==> src/rtl/match_pkg.sv <==
// Shared types and constants for the tug-of-war match sequencer and winner detector.
package match_pkg;

    typedef enum logic [1:0] {
        IDLE       = 2'd0,
        PLAY       = 2'd1,
        PAUSE      = 2'd2,
        MATCH_OVER = 2'd3
    } matchState_t;

    localparam logic WINNER_LEFT  = 1'b1;
    localparam logic WINNER_RIGHT = 1'b0;

endpackage

==> src/rtl/score_counter.sv <==
// Per-player round counter: clear has priority over increment, reset over both.
module score_counter #(
    parameter int W = 3
) (
    input  logic         clk,
    input  logic         reset,
    input  logic         clear,
    input  logic         inc,
    output logic [W-1:0] count
);

    // NOTE: registers are written with <= so every flop samples pre-edge values.
    always_ff @(posedge clk) begin
        if (!reset) begin
            count <= '0;
        end else if (clear) begin
            count <= '0;
        end else if (inc) begin
            count <= count + W'(1);
        end
    end

endmodule

==> src/rtl/match_controller.sv <==
// Match-level sequencer: scores rounds, pauses between them and declares the match winner.
module match_controller
    import match_pkg::*;
#(
    parameter int WINS_TO_MATCH = 7,
    parameter int PAUSE_CYCLES  = 4,
    parameter int SCORE_W       = 3
) (
    input  logic               clk,
    input  logic               reset,
    input  logic               start,
    input  logic               gameFinished,
    input  logic               winnerId,
    output logic               roundReset,
    output logic [SCORE_W-1:0] leftScore,
    output logic [SCORE_W-1:0] rightScore,
    output logic               lastWinner,
    output logic               matchOver,
    output logic               matchWinner
);

    localparam int PW = (PAUSE_CYCLES > 1) ? $clog2(PAUSE_CYCLES) : 1;
    localparam logic [PW-1:0]      PAUSE_LOAD = PW'(PAUSE_CYCLES - 1);
    localparam logic [SCORE_W-1:0] LAST_WIN   = SCORE_W'(WINS_TO_MATCH - 1);

    matchState_t   state;
    logic [PW-1:0] pauseCnt;

    logic roundEvent;
    logic incLeft;
    logic incRight;
    logic clearScores;
    logic winsMatch;

    // NOTE: pure continuous assigns cover every input combination, so no latch can appear.
    assign roundEvent  = (state == PLAY) && gameFinished;
    assign incLeft     = roundEvent && (winnerId == WINNER_LEFT);
    assign incRight    = roundEvent && (winnerId == WINNER_RIGHT);
    assign clearScores = (state == MATCH_OVER) && start;
    // The winner's current score is one short of the target, so this round ends the match.
    assign winsMatch   = (winnerId == WINNER_LEFT) ? (leftScore == LAST_WIN)
                                                   : (rightScore == LAST_WIN);

    assign roundReset = (state != PLAY);
    assign matchOver  = (state == MATCH_OVER);

    always_ff @(posedge clk) begin
        if (!reset) begin
            state       <= IDLE;
            pauseCnt    <= '0;
            lastWinner  <= 1'b0;
            matchWinner <= 1'b0;
        end else begin
            case (state)
                IDLE: begin
                    if (start) state <= PLAY;
                end
                PLAY: begin
                    if (gameFinished) begin
                        lastWinner <= winnerId;
                        if (winsMatch) begin
                            state       <= MATCH_OVER;
                            matchWinner <= winnerId;
                        end else begin
                            state    <= PAUSE;
                            pauseCnt <= PAUSE_LOAD;
                        end
                    end
                end
                PAUSE: begin
                    if (pauseCnt == '0) state <= PLAY;
                    else                pauseCnt <= pauseCnt - PW'(1);
                end
                MATCH_OVER: begin
                    if (start) begin
                        state    <= PAUSE;
                        pauseCnt <= PAUSE_LOAD;
                    end
                end
                default: state <= IDLE;
            endcase
        end
    end

    score_counter #(.W(SCORE_W)) leftCounter (
        .clk   (clk),
        .reset (reset),
        .clear (clearScores),
        .inc   (incLeft),
        .count (leftScore)
    );

    score_counter #(.W(SCORE_W)) rightCounter (
        .clk   (clk),
        .reset (reset),
        .clear (clearScores),
        .inc   (incRight),
        .count (rightScore)
    );

endmodule

==> config.mk <==
export PLATFORM = sky130hd
export DESIGN_NAME = match_controller
export DESIGN_NICKNAME = d
export VERILOG_FILES = /design/src/rtl/match_pkg.sv /design/src/rtl/score_counter.sv /design/src/rtl/match_controller.sv
export SDC_FILE = /design/constraint.sdc
export NUM_CORES = 1
export LEC_CHECK = 0
export ABC_AREA = 1
export CAP_MARGIN = 20
export CELL_PAD_IN_SITES_DETAIL_PLACEMENT = 0
export CELL_PAD_IN_SITES_GLOBAL_PLACEMENT = 1
export CORE_MARGIN = 5
export CORE_UTILIZATION = 35
export CTS_BUF_LIST = sky130_fd_sc_hd__clkbuf_16
export DETAILED_ROUTE_END_ITERATION = 8
export PLACE_DENSITY_LB_ADDON = 0.1
export SETUP_SLACK_MARGIN = 0.4
export SLEW_MARGIN = 20
export SYNTH_ARGS = -nofsm -noshare
export SYNTH_HDL_FRONTEND = slang
export SYNTH_SLANG_ARGS = --single-unit
==> constraint.sdc <==
create_clock -name clk -period 3.5 [get_ports clk]
set_input_delay 0.525 -clock clk [delete_from_list [all_inputs] [get_ports clk]]
set_output_delay 0.525 -clock clk [all_outputs]
set_load 0.005 [all_outputs]
==> results.sh <==
export IMPL_crit_chain="inv_2 > nand2_4 > clkdlybuf4s50_1"
export IMPL_rsz0062_at_grt="false"
export IMPL_synth_top_family_by_area="simple AND/OR/NAND/NOR gates"
export IMPL_remaining_drc_errors=0
export IMPL_drt_total_wl_um=1350
export IMPL_cts_setup_buffers=0
export IMPL_yosysUniqueCellTypes=18
export IMPL_routed_wl_met3_um=36
export IMPL_p_leak_nw=0.453
export IMPL_initial_core_util_pct=35.7
export IMPL_fin_crit_sh_pct=54.2
export IMPL_wl_per_cell_um=9.75
export IMPL_layout_drive_gt1_share_pct=10.8
export IMPL_cts_repair_resized=0
export IMPL_combPwrFrac_pct=15.8
export IMPL_most_common_layout_cells="nand2_1, inv_1, clkdlybuf4s50_1"
export IMPL_arrival_ns=1.37
export IMPL_p_total_w=0.000433
export IMPL_avgSynthCellArea_um2=7.23
export IMPL_fin_nets=120
export IMPL_switching_share_pct=24.0
export IMPL_cts_buffer_depth=2
export IMPL_crit_path_max_fanout=8
export IMPL_gp_congestion=0.732
export IMPL_clockPowerShare_pct=48.0
export IMPL_slew_headroom_pct=82.3
export IMPL_setup_viol=0
export IMPL_start_kind="register"
export IMPL_die_h_um=54.1
export IMPL_via_per_inst=4.28
export IMPL_yosys_warnings=0
export IMPL_synth_area_um2=679
export IMPL_dp_hpwl_um=1060
export IMPL_maxCapViolations=0
export IMPL_grt_max_degree=9
export IMPL_slew_viol_final=0
export IMPL_crit_type="reg2out"
export IMPL_gr_total_overflow=0
export IMPL_ir_worst_vdd_uv=284
export IMPL_antenna_found_initial=0
export IMPL_cp_end_kind="primary output"
export IMPL_synth_compound_gate_area_share_pct=11.2
export IMPL_hold_class="reg2reg"
export IMPL_synthXorXnorAreaFrac_pct=5.16
export IMPL_max_freq_mhz=527
export IMPL_synthCells=94
export IMPL_seqPwrFrac_pct=36.2
export IMPL_critPathTopFamily="buffers and inverters"
export IMPL_core_um2=1900
export IMPL_ios=15
export IMPL_finalHoldViolCount=0
export IMPL_cts_root_buf="clkbuf_16"
export IMPL_cpPeakStageDelay_ns=0.50
export IMPL_cts_htree_levels=1
export IMPL_num_rows=16
export IMPL_ys_seq_area_share_pct=35.4
export IMPL_p_int_w=0.000329
export IMPL_final_setup_tns_ns=0
export IMPL_drtIter0Drc=5
export IMPL_routed_top_layer="met4"
export IMPL_net_switching_power_w=0.000104
export IMPL_final_common_cell="nand2_1"
export IMPL_synth_adder_area_share_pct=5.52
export IMPL_fin_crit_ns=1.90
export IMPL_hold_buffers=0
export IMPL_worst_pin_slew_ns=0.266
export IMPL_synthToLayoutAreaGrowth_pct=35.5
export IMPL_status="completed"
export IMPL_cp_required_ns=2.97
export IMPL_slowest_stage="clkdlybuf4s50_1"
export IMPL_synth_nets=102
export IMPL_drt_first_pass_iters=4
export IMPL_grt_total_usage_pct=11.6
export IMPL_clock_latency_ns=0.24
export IMPL_n_antenna_cell=0
export IMPL_p_per_area_nw_per_um2=470
export IMPL_synthMuxAreaShare_pct=0
export IMPL_grt_pass1_wl_um=2380
export IMPL_via_count=590
export IMPL_cts_tree="built"
export IMPL_wl_met2_um=671
export IMPL_finClkSkew_ns=0.00270
export IMPL_clk_pin_slew_ns=0.04
export IMPL_cp_num_buf_inv=2
export IMPL_dieArea_um2=2920
export IMPL_yosys_register_bits=12
export IMPL_grt_pass1_vias=601
export IMPL_numCtsBuffers=3
export IMPL_met1_length_um=627
export IMPL_port_buffers=14
export IMPL_drtAntennaViolNets=0
export IMPL_cts_sinks=12
export IMPL_synthSimpleGateAreaFrac_pct=30.9
export IMPL_die_w_um=54.1
## registers in the layout, summed over array words and instances, names as in the netlist
signal and flops:
matchWinner 1, lastWinner 1, rightCounter.count 3, leftCounter.count 3, state 2, pauseCnt 2
## power by group through the flow
stage          Clock, W  Sequential [W]  Combinational [W]
2_1_floorplan         0        0.000156          0.0000481
3_3_place_gp          0        0.000159          0.0000688
3_5_place_dp          0        0.000159          0.0000696
4_1_cts        0.000215        0.000157          0.0000700
5_1_grt        0.000222        0.000158          0.0000785
6_report       0.000208        0.000157          0.0000684
## cells in the mapped netlist (all sizes together)
master	number	area [um2]
a21oi	8	40.0
a31oi	1	6.26
buf	1	11.3
clkinv	1	5.00
dfxtp	12	240
ha	3	37.5
inv	17	63.8
nand2	24	113
nand3	5	30.0
nor2	13	67.6
o211ai	2	15.0
o21ai	3	15.0
xor2	4	35.0
## per-layer routing
layer  GRT usage, %  vias to the layer above
li1               -                      325
met5              0                        -
met1           12.5                      255
met3           3.32                        2
met4           7.47                        0
met2           19.8                        8
## path summary, 6_finish.rpt
kind | from | end | slack [ns] | cells after the start
setup / recovery | state[1]$_SDFFE_PN0P_ | roundReset | 1.60 | 3
hold / removal | matchWinner$_SDFFE_PN0P_ | matchWinner$_SDFFE_PN0P_ | 0.44 | 2
setup reg to reg | state[1]$_SDFFE_PN0P_ | rightCounter.count[1]$_SDFFE_PP0P_ | 2.31 | 7
hold reg to reg | matchWinner$_SDFFE_PN0P_ | matchWinner$_SDFFE_PN0P_ | 0.44 | 2
## worst min-delay path, cell delays in order (launching register included)
cell and delay, ns:
dfxtp_1 0.30, inv_1 0.05, a21oi_1 0.05
## logic make-up after synthesis
kind of cell,after synthesis
AND/OR/NAND/NOR,42
buffers and inverters,19
AO/OA/AOI/OAI,14
flip-flops,12
XOR/XNOR,4
adder cells (fa/ha/maj),3
## cell type report
type | count | area (um2)
Timing Repair Buffer | 14 | 140
Clock buffer | 3 | 75.1
Clock inverter | 1 | 3.75
Multi-Input combinational cell | 63 | 359
Fill cell | 199 | 981
Inverter | 18 | 68.8
Tap cell | 27 | 33.8
Sequential cell | 12 | 240
## metrics by stage
| step | utilization (%) | cells | setup WS [ns] | instance area [um2] | hold WS (ns) |
|---|---|---|---|---|---|
| after floorplan | - | 94 | 2.39 | 679 | 0.437 |
| after global placement | 44.3 | 134 | 1.65 | 842 | 0.439 |
| after detailed placement | 44.3 | 134 | 1.63 | 842 | 0.437 |
| after CTS | 48.4 | 138 | 1.59 | 921 | 0.444 |
| after global routing | 48.4 | 138 | 1.53 | 921 | 0.473 |
| final | 48.4 | 138 | 1.60 | 921 | 0.444 |
Power figures use the tool's default switching activity.
